## config.mk

```make
export PLATFORM = sky130hd
export DESIGN_NAME = draw_background_arena_flat
export DESIGN_NICKNAME = d
export VERILOG_FILES = /design/src/rtl/draw_background_arena_if.sv /design/src/rtl/draw_background_arena.sv /design/src/flat_wrapper.sv
export SDC_FILE = /design/constraint.sdc
export NUM_CORES = 1
export LEC_CHECK = 0
export CAP_MARGIN = 20
export CORE_ASPECT_RATIO = 0.9
export CORE_MARGIN = 1
export CORE_UTILIZATION = 57
export CTS_CLUSTER_DIAMETER = 40
export CTS_CLUSTER_SIZE = 25
export DETAILED_ROUTE_END_ITERATION = 10
export PLACE_DENSITY = 0.93
export SKIP_CTS_REPAIR_TIMING = 1
export SYNTH_ARGS = -nofsm -noshare
export SYNTH_HDL_FRONTEND = slang
export SYNTH_SLANG_ARGS = --single-unit
```

## constraint.sdc

```tcl
create_clock -name clk -period 4.4 [get_ports clk]
set_clock_uncertainty 0.05 [all_clocks]
set_input_delay 0.88 -clock clk [delete_from_list [all_inputs] [get_ports clk]]
set_output_delay 0.88 -clock clk [all_outputs]
set_load 0.01 [all_outputs]
```

## src/rtl/draw_background_arena_if.sv

```systemverilog
// Video stream bundle between the timing generator and the background renderer.
// master: upstream side driving counters/timing; slave: the renderer.
interface draw_background_arena_if;
  localparam int unsigned W = 12;

  logic [W-1:0] vcount_in;
  logic [W-1:0] hcount_in;
  logic         vsync_in;
  logic         vblnk_in;
  logic         hsync_in;
  logic         hblnk_in;

  logic [W-1:0] vcount_out;
  logic [W-1:0] hcount_out;
  logic         vsync_out;
  logic         vblnk_out;
  logic         hsync_out;
  logic         hblnk_out;
  logic [W-1:0] rgb_out;

  modport master (
    output vcount_in, hcount_in, vsync_in, vblnk_in, hsync_in, hblnk_in,
    input  vcount_out, hcount_out, vsync_out, vblnk_out, hsync_out, hblnk_out, rgb_out
  );

  modport slave (
    input  vcount_in, hcount_in, vsync_in, vblnk_in, hsync_in, hblnk_in,
    output vcount_out, hcount_out, vsync_out, vblnk_out, hsync_out, hblnk_out, rgb_out
  );
endinterface

```

## src/rtl/draw_background_arena.sv

```systemverilog
// Per-mode background renderer with an animated game arena.
// Two-stage pipeline: stage 1 registers timing and region compares, stage 2 colour.
// Optional macro DRAW_BG_FADE_EN: fade-in from black after each mode change.
module draw_background_arena #(
  parameter int unsigned H_RES        = 1024,
  parameter int unsigned V_RES        = 768,
  parameter int unsigned ARENA_CX     = 511,
  parameter int unsigned ARENA_CY     = 467,
  parameter int unsigned DEF_HALF     = 150,
  parameter int unsigned MIN_HALF     = 40,
  parameter int unsigned MAX_HALF     = 300,
  parameter int unsigned STEP         = 1,
  parameter int unsigned BORDER       = 10,
  parameter int unsigned BLINK_FRAMES = 30
) (
  input  logic                    clk,
  input  logic                    rst,
  draw_background_arena_if.slave  vid,
  input  logic [2:0]              control_state,
  input  logic [11:0]             target_half_w,
  input  logic [11:0]             target_half_h,
  input  logic                    size_load,
  output logic [11:0]             arena_top,
  output logic [11:0]             arena_bottom,
  output logic [11:0]             arena_left,
  output logic [11:0]             arena_right,
  output logic                    anim_busy
);
  localparam int unsigned W   = 12;
  localparam int unsigned CW  = 4;
  localparam int unsigned BCW = $clog2(BLINK_FRAMES + 1);

  localparam logic [2:0] MODE_MENU      = 3'b000;
  localparam logic [2:0] MODE_GAME      = 3'b001;
  localparam logic [2:0] MODE_VICTORY   = 3'b010;
  localparam logic [2:0] MODE_GAME_OVER = 3'b011;
  localparam logic [2:0] MODE_MULTI     = 3'b100;

  logic [W-1:0]   half_w, half_h, target_w, target_h;
  logic [2:0]     mode_q;
  logic [BCW-1:0] blink_cnt;
  logic           blink_phase;
  logic [CW-1:0]  fade_level;
  logic           frame_start;

  logic [W-1:0] s1_vcount, s1_hcount;
  logic         s1_vsync, s1_vblnk, s1_hsync, s1_hblnk;
  logic         s1_top, s1_bot, s1_lft, s1_rgt, s1_border;

  logic [W-1:0] outer_l, outer_r, outer_t, outer_b;
  logic         in_outer, in_inner;
  logic [W-1:0] rgb_c, rgb_fade_c;

  function automatic logic [W-1:0] clamp_half(input logic [W-1:0] v);
    if (v < W'(MIN_HALF))      return W'(MIN_HALF);
    else if (v > W'(MAX_HALF)) return W'(MAX_HALF);
    else                       return v;
  endfunction

  function automatic logic [W-1:0] step_toward(input logic [W-1:0] cur, input logic [W-1:0] tgt);
    if (cur < tgt) return ((tgt - cur) > W'(STEP)) ? cur + W'(STEP) : tgt;
    else           return ((cur - tgt) > W'(STEP)) ? cur - W'(STEP) : tgt;
  endfunction

  function automatic logic [CW-1:0] sat_sub(input logic [CW-1:0] ch, input logic [CW-1:0] lvl);
    return (ch > lvl) ? ch - lvl : '0;
  endfunction

  // vsync_d is the stage-1 copy of vsync_in
  assign frame_start = vid.vsync_in & ~s1_vsync;

  // Border frame around the current arena bounds
  always_comb begin
    outer_l  = arena_left   - W'(BORDER);
    outer_r  = arena_right  + W'(BORDER);
    outer_t  = arena_top    - W'(BORDER);
    outer_b  = arena_bottom + W'(BORDER);
    in_outer = (vid.hcount_in >= outer_l) && (vid.hcount_in < outer_r) &&
               (vid.vcount_in >= outer_t) && (vid.vcount_in < outer_b);
    in_inner = (vid.hcount_in >= arena_left) && (vid.hcount_in < arena_right) &&
               (vid.vcount_in >= arena_top)  && (vid.vcount_in < arena_bottom);
  end

  // Stage 1: timing, counters and region compares
  always_ff @(posedge clk) begin
    if (!rst) begin
      s1_vcount <= '0;
      s1_hcount <= '0;
      s1_vsync  <= 1'b0;
      s1_vblnk  <= 1'b0;
      s1_hsync  <= 1'b0;
      s1_hblnk  <= 1'b0;
      s1_top    <= 1'b0;
      s1_bot    <= 1'b0;
      s1_lft    <= 1'b0;
      s1_rgt    <= 1'b0;
      s1_border <= 1'b0;
    end else begin
      s1_vcount <= vid.vcount_in;
      s1_hcount <= vid.hcount_in;
      s1_vsync  <= vid.vsync_in;
      s1_vblnk  <= vid.vblnk_in;
      s1_hsync  <= vid.hsync_in;
      s1_hblnk  <= vid.hblnk_in;
      s1_top    <= (vid.vcount_in == '0);
      s1_bot    <= (vid.vcount_in == W'(V_RES - 1));
      s1_lft    <= (vid.hcount_in == '0);
      s1_rgt    <= (vid.hcount_in == W'(H_RES - 1));
      s1_border <= in_outer & ~in_inner;
    end
  end

  // Frame-rate state: targets, size animation, mode latch, blink, bounds
  always_ff @(posedge clk) begin
    if (!rst) begin
      target_w     <= W'(DEF_HALF);
      target_h     <= W'(DEF_HALF);
      half_w       <= W'(DEF_HALF);
      half_h       <= W'(DEF_HALF);
      mode_q       <= MODE_MENU;
      blink_cnt    <= '0;
      blink_phase  <= 1'b0;
      arena_left   <= W'(ARENA_CX - DEF_HALF);
      arena_right  <= W'(ARENA_CX + DEF_HALF);
      arena_top    <= W'(ARENA_CY - DEF_HALF);
      arena_bottom <= W'(ARENA_CY + DEF_HALF);
      anim_busy    <= 1'b0;
    end else begin
      if (size_load) begin
        target_w <= clamp_half(target_half_w);
        target_h <= clamp_half(target_half_h);
      end
      if (frame_start) begin
        mode_q <= control_state;
        half_w <= step_toward(half_w, target_w);
        half_h <= step_toward(half_h, target_h);
        if (blink_cnt == BCW'(BLINK_FRAMES - 1)) begin
          blink_cnt   <= '0;
          blink_phase <= ~blink_phase;
        end else begin
          blink_cnt <= blink_cnt + BCW'(1);
        end
      end
      arena_left   <= W'(ARENA_CX) - half_w;
      arena_right  <= W'(ARENA_CX) + half_w;
      arena_top    <= W'(ARENA_CY) - half_h;
      arena_bottom <= W'(ARENA_CY) + half_h;
      anim_busy    <= (half_w != target_w) | (half_h != target_h);
    end
  end

`ifdef DRAW_BG_FADE_EN
  // Fade level reloads on a mode change and decays once per frame
  always_ff @(posedge clk) begin
    if (!rst) begin
      fade_level <= '0;
    end else if (frame_start) begin
      if (control_state != mode_q) fade_level <= CW'(15);
      else if (fade_level != '0)   fade_level <= fade_level - CW'(1);
    end
  end
`else
  assign fade_level = '0;
`endif

  // Pixel colour by priority: blanking, edge lines, arena border, mode fill
  always_comb begin
    rgb_c = '0;
    if (!(s1_vblnk | s1_hblnk)) begin
      case (mode_q)
        MODE_MENU, MODE_GAME: begin
          if (s1_top)                              rgb_c = 12'hFF0;
          else if (s1_bot)                         rgb_c = 12'hF00;
          else if (s1_lft)                         rgb_c = 12'h0F0;
          else if (s1_rgt)                         rgb_c = 12'h00F;
          else if ((mode_q == MODE_GAME) && s1_border) rgb_c = 12'hFFF;
          else                                     rgb_c = 12'h000;
        end
        MODE_VICTORY:   rgb_c = 12'h2F2;
        MODE_GAME_OVER: rgb_c = blink_phase ? 12'h811 : 12'hF22;
        MODE_MULTI:     rgb_c = 12'h22F;
        default:        rgb_c = 12'h000;
      endcase
    end
    rgb_fade_c = {sat_sub(rgb_c[11:8], fade_level),
                  sat_sub(rgb_c[7:4],  fade_level),
                  sat_sub(rgb_c[3:0],  fade_level)};
  end

  // Stage 2: delayed timing and colour outputs
  always_ff @(posedge clk) begin
    if (!rst) begin
      vid.vcount_out <= '0;
      vid.hcount_out <= '0;
      vid.vsync_out  <= 1'b0;
      vid.vblnk_out  <= 1'b0;
      vid.hsync_out  <= 1'b0;
      vid.hblnk_out  <= 1'b0;
      vid.rgb_out    <= '0;
    end else begin
      vid.vcount_out <= s1_vcount;
      vid.hcount_out <= s1_hcount;
      vid.vsync_out  <= s1_vsync;
      vid.vblnk_out  <= s1_vblnk;
      vid.hsync_out  <= s1_hsync;
      vid.hblnk_out  <= s1_hblnk;
      vid.rgb_out    <= rgb_fade_c;
    end
  end
endmodule

```

## src/flat_wrapper.sv

```systemverilog
// flat-port wrapper written by rule: the top's interface ports become plain ports
module draw_background_arena_flat 
#(
  parameter int unsigned H_RES        = 1024,
  parameter int unsigned V_RES        = 768,
  parameter int unsigned ARENA_CX     = 511,
  parameter int unsigned ARENA_CY     = 467,
  parameter int unsigned DEF_HALF     = 150,
  parameter int unsigned MIN_HALF     = 40,
  parameter int unsigned MAX_HALF     = 300,
  parameter int unsigned STEP         = 1,
  parameter int unsigned BORDER       = 10,
  parameter int unsigned BLINK_FRAMES = 30
)
  (clk, rst, control_state, target_half_w, target_half_h, size_load, arena_top, arena_bottom, arena_left, arena_right, anim_busy, vid_vcount_in, vid_hcount_in, vid_vsync_in, vid_vblnk_in, vid_hsync_in, vid_hblnk_in, vid_vcount_out, vid_hcount_out, vid_vsync_out, vid_vblnk_out, vid_hsync_out, vid_hblnk_out, vid_rgb_out);
  draw_background_arena_if vid_i ();
  input  logic clk;
  input  logic rst;
  input  logic [2:0] control_state;
  input  logic [11:0] target_half_w;
  input  logic [11:0] target_half_h;
  input  logic size_load;
  output logic [11:0] arena_top;
  output logic [11:0] arena_bottom;
  output logic [11:0] arena_left;
  output logic [11:0] arena_right;
  output logic anim_busy;
  input wire logic [$bits(vid_i.vcount_in)-1:0] vid_vcount_in;
  input wire logic [$bits(vid_i.hcount_in)-1:0] vid_hcount_in;
  input wire logic [$bits(vid_i.vsync_in)-1:0] vid_vsync_in;
  input wire logic [$bits(vid_i.vblnk_in)-1:0] vid_vblnk_in;
  input wire logic [$bits(vid_i.hsync_in)-1:0] vid_hsync_in;
  input wire logic [$bits(vid_i.hblnk_in)-1:0] vid_hblnk_in;
  output wire logic [$bits(vid_i.vcount_out)-1:0] vid_vcount_out;
  output wire logic [$bits(vid_i.hcount_out)-1:0] vid_hcount_out;
  output wire logic [$bits(vid_i.vsync_out)-1:0] vid_vsync_out;
  output wire logic [$bits(vid_i.vblnk_out)-1:0] vid_vblnk_out;
  output wire logic [$bits(vid_i.hsync_out)-1:0] vid_hsync_out;
  output wire logic [$bits(vid_i.hblnk_out)-1:0] vid_hblnk_out;
  output wire logic [$bits(vid_i.rgb_out)-1:0] vid_rgb_out;
  assign vid_i.vcount_in = vid_vcount_in;
  assign vid_i.hcount_in = vid_hcount_in;
  assign vid_i.vsync_in = vid_vsync_in;
  assign vid_i.vblnk_in = vid_vblnk_in;
  assign vid_i.hsync_in = vid_hsync_in;
  assign vid_i.hblnk_in = vid_hblnk_in;
  assign vid_vcount_out = vid_i.vcount_out;
  assign vid_hcount_out = vid_i.hcount_out;
  assign vid_vsync_out = vid_i.vsync_out;
  assign vid_vblnk_out = vid_i.vblnk_out;
  assign vid_hsync_out = vid_i.hsync_out;
  assign vid_hblnk_out = vid_i.hblnk_out;
  assign vid_rgb_out = vid_i.rgb_out;
  draw_background_arena #(.H_RES(H_RES), .V_RES(V_RES), .ARENA_CX(ARENA_CX), .ARENA_CY(ARENA_CY), .DEF_HALF(DEF_HALF), .MIN_HALF(MIN_HALF), .MAX_HALF(MAX_HALF), .STEP(STEP), .BORDER(BORDER), .BLINK_FRAMES(BLINK_FRAMES)) u_core (.clk(clk), .rst(rst), .vid(vid_i), .control_state(control_state), .target_half_w(target_half_w), .target_half_h(target_half_h), .size_load(size_load), .arena_top(arena_top), .arena_bottom(arena_bottom), .arena_left(arena_left), .arena_right(arena_right), .anim_busy(anim_busy));
endmodule
```

==> run metrics <==
result of the run completed; main combinational cell family by area after synthesis simple AND/OR/NAND/NOR gates; # H-tree levels 4; Max Clk Rate 235.5 MHz; Synth async-reset ratio 0; endpoint class of the critical path register; time the worst path needs with I/O delays and setup 4247 ps; TritonCTS clock tree done; sequential share of the synthesized area 0.2812; post-synthesis compound-gate area fraction 0.1901; unrepaired setup endpoints after global routing false; number of unique standard cell types used by synthesis 83; first-pass GRT wire length 58.46 mm; maximum number of pins on one net before global-route repair 112; origin of the worst setup path u_core.half_w[0]$_SDFFE_PN0P_; most common cell after layout, fill and taps aside dfxtp_1; fill count 1601; endpoints failing hold 0; worst min path class reg -> reg; y dimension of the die 141.8 µm; utilization after layout 0.6948; static leakage 0.005990 µW; transition time of the tightest slew-check pin 1007 ps; Setup crit start kind register; adder-cell area share of the yosys netlist 0.1580; clock root buffer clkbuf_16; drt first-iter violations 1243; total standard cell area after synthesis 0.01239 mm²; count of flip-flops with a built-in enable after synthesis 0; area of the core 0.02102 mm²; number of buffers inserted during clock tree synthesis 17; number of placement rows 50; Setup WS pre-CTS 194.5 ps; via count 11990; Setup violations, final 0; initial antenna violation count 0; post-detailed-route DRC marker count 0; FF-to-FF Start u_core.half_w[0]$_SDFFE_PN0P_; number of ports placed on the die boundary 147; NumNets Final 1833; clock-pin slew on the worst setup and hold paths 70 ps; worst-path fanout max 9; total number of yosys warnings 0; highest-count cells in the layout ignoring fill and taps dfxtp_1 (174), ha_1 (150), clkdlybuf4s50_1 (145); width of the chip 157.4 µm; Worst Hold Margin 383.7 ps; final antenna diode count 0; Die Outline Area 0.02232 mm²; overall fraction of global-route tracks in use 0.3319; fraction of synthesized cell area in xor and xnor cells 0.06576; clock sink count 174; area grow syn2layout 17.92%; total of buffers placed on input and output ports 146; Post-Synth Simple-Gate Area 0.2121; Yosys reg bits 174; Avg Vias per Cell 6.243; worst setup slack after layout 153.3 ps; via count of the first global-routing pass 11510; data required time of the critical path 4680 ps; initial core utilization 0.5892; Max Transition Viols Final 0; min-delay src u_core.s1_vcount[7]$_SDFF_PN0_; number of max-cap violations 0; final worst-path cycle share 0.9652; post-route ant nets 0; syn nets 1724; mux contribution to synthesized area 0.03101; power density relative to cell area 379.1 mW/mm²; Worst EP arrival 4520 ps; worst supply voltage drop on vdd 0.2329 mV; wire length reported by the detailed router 36.80 mm; Main synth FF type dfxtp_1; RD Place Congestion 0.9968; Synth Area per Inst 8.192 µm²; first-pass iteration count of the detailed router 6; Crit Path Category reg -> reg; HPWL after DPL 26.96 mm; Gate Count Post-Synth 1512; post-detailed-route wirelength per cell 19.17 µm; final-layout setup total negative slack 0 ps; ratio of cells with drive above 1 in the final layout 0.04957; residual overflow from global routing 0; CTS max path bufs 2; later-pin clock latency in the skew report 440 ps; worst slew slack as a fraction of its limit 0.3287
## per-stage QoR
| stage | total power, µW | instance area [µm²] | std cells |
|---|---|---|---|
| 6_report | 5536 | 14610 | 1920 |
| 5_1_grt | 5800 | 14610 | 1920 |
| 4_1_cts | 5477 | 14610 | 1920 |
| 3_5_place_dp | 3923 | 14000 | 1888 |
| 3_3_place_gp | 3857 | 14000 | 1888 |
| 2_1_floorplan | 3283 | 12390 | 1512 |
## area by class of cell
class	instances	area [µm²]	area share
Sequential cell	174	3483	0.2385
Inverter	114	427.9	0.02930
Clock buffer	20	456.7	0.03127
Clock inverter	12	147.6	0.01011
Multi-Input combinational cell	1150	8140	0.5574
Tap cell	286	357.8	0.02450
Timing Repair Buffer	164	1592	0.1090
## final timing paths
path	endpoint	slack, ps	depth (start not counted)
worst min register to register	u_core.vid.vcount_out[7]$_SDFF_PN0_	380	1
worst max register to register	u_core.half_w[2]$_SDFFE_PN1P_	150	12
worst min-delay path	u_core.vid.vcount_out[7]$_SDFF_PN0_	380	1
worst max-delay path	u_core.half_w[2]$_SDFFE_PN1P_	150	12
## worst max-delay path, cell delays in order (launching register included)
cell	delay, ps
dfxtp_1	500
inv_1	160
ha_1	250
fa_1	420
nand2b_4	180
a21oi_2	180
mux2i_1	100
a2111o_1	340
or4_4	530
or4_1	810
nand2_8	210
o211ai_1	110
a211o_1	310
## layer usage
metal | share of wire | vias to the layer above | global-route usage
met5 | 0.00098 | - | 0.01587
met4 | 0.035 | 2 | 0.1451
met3 | 0.095 | 127 | 0.05559
met2 | 0.47 | 712 | 0.5580
met1 | 0.40 | 5575 | 0.4153
li1 | - | 5571 | -
## cells in the mapped netlist (6+ instances only)
cell	n	area, µm²
a21oi_1	89	445.4
o221ai_1	12	105.1
xor2_1	18	157.7
clkbuf_1	48	180.2
a2bb2oi_1	8	70.07
buf_1	8	30.03
mux2_2	10	112.6
nor4_1	20	125.1
mux2i_1	26	260.3
o22ai_1	6	37.54
a211oi_1	19	142.6
nor3_1	48	240.2
o21ai_0	78	390.4
nor2b_1	15	93.84
nand3_1	38	190.2
or3_1	16	100.1
inv_1	111	416.7
xnor2_1	75	656.9
nand2_1	106	397.9
a31oi_1	11	68.82
a21o_1	12	90.09
buf_4	7	52.55
nor2_1	124	465.5
or4_1	8	60.06
nand4_1	21	131.4
o2111ai_1	10	87.58
o211ai_1	20	150.1
ha_1	150	1877
and2_1	60	375.4
dfxtp_1	174	3483
nand2b_1	25	156.4
o21a_1	14	105.1
o21bai_1	9	67.56
o31ai_1	13	97.59
buf_2	8	40.04
## state kept, by name (all words and copies together), names as in the netlist, 5 cells and up
register and flops:
u_core.vid.hcount_out 12, u_core.blink_cnt 5, u_core.arena_top 11, u_core.vid.rgb_out 9, u_core.target_h 12, u_core.half_h 12, u_core.target_w 12, u_core.arena_right 12
u_core.s1_hcount 12, u_core.half_w 12, u_core.s1_vcount 12, u_core.arena_left 11, u_core.arena_bottom 12, u_core.vid.vcount_out 12
## logic make-up after synthesis
logic type                 Yosys count
AOI/OAI and AO/OA                  352
adders and majority gates          154
and+or+nand+nor                    514
xor gates and xnor gates            93
buffers and inverters              188
muxes                               37
DFF                                174
## report_power, final
group / internal [µW] / leakage, µW / total [µW] / switching [µW]
Clock: 882 / 0.000295 / 1550 / 669
Combinational: 929 / 0.00427 / 2140 / 1210
Sequential: 1690 / 0.00143 / 1850 / 153
(Power assumes the default switching activity.)
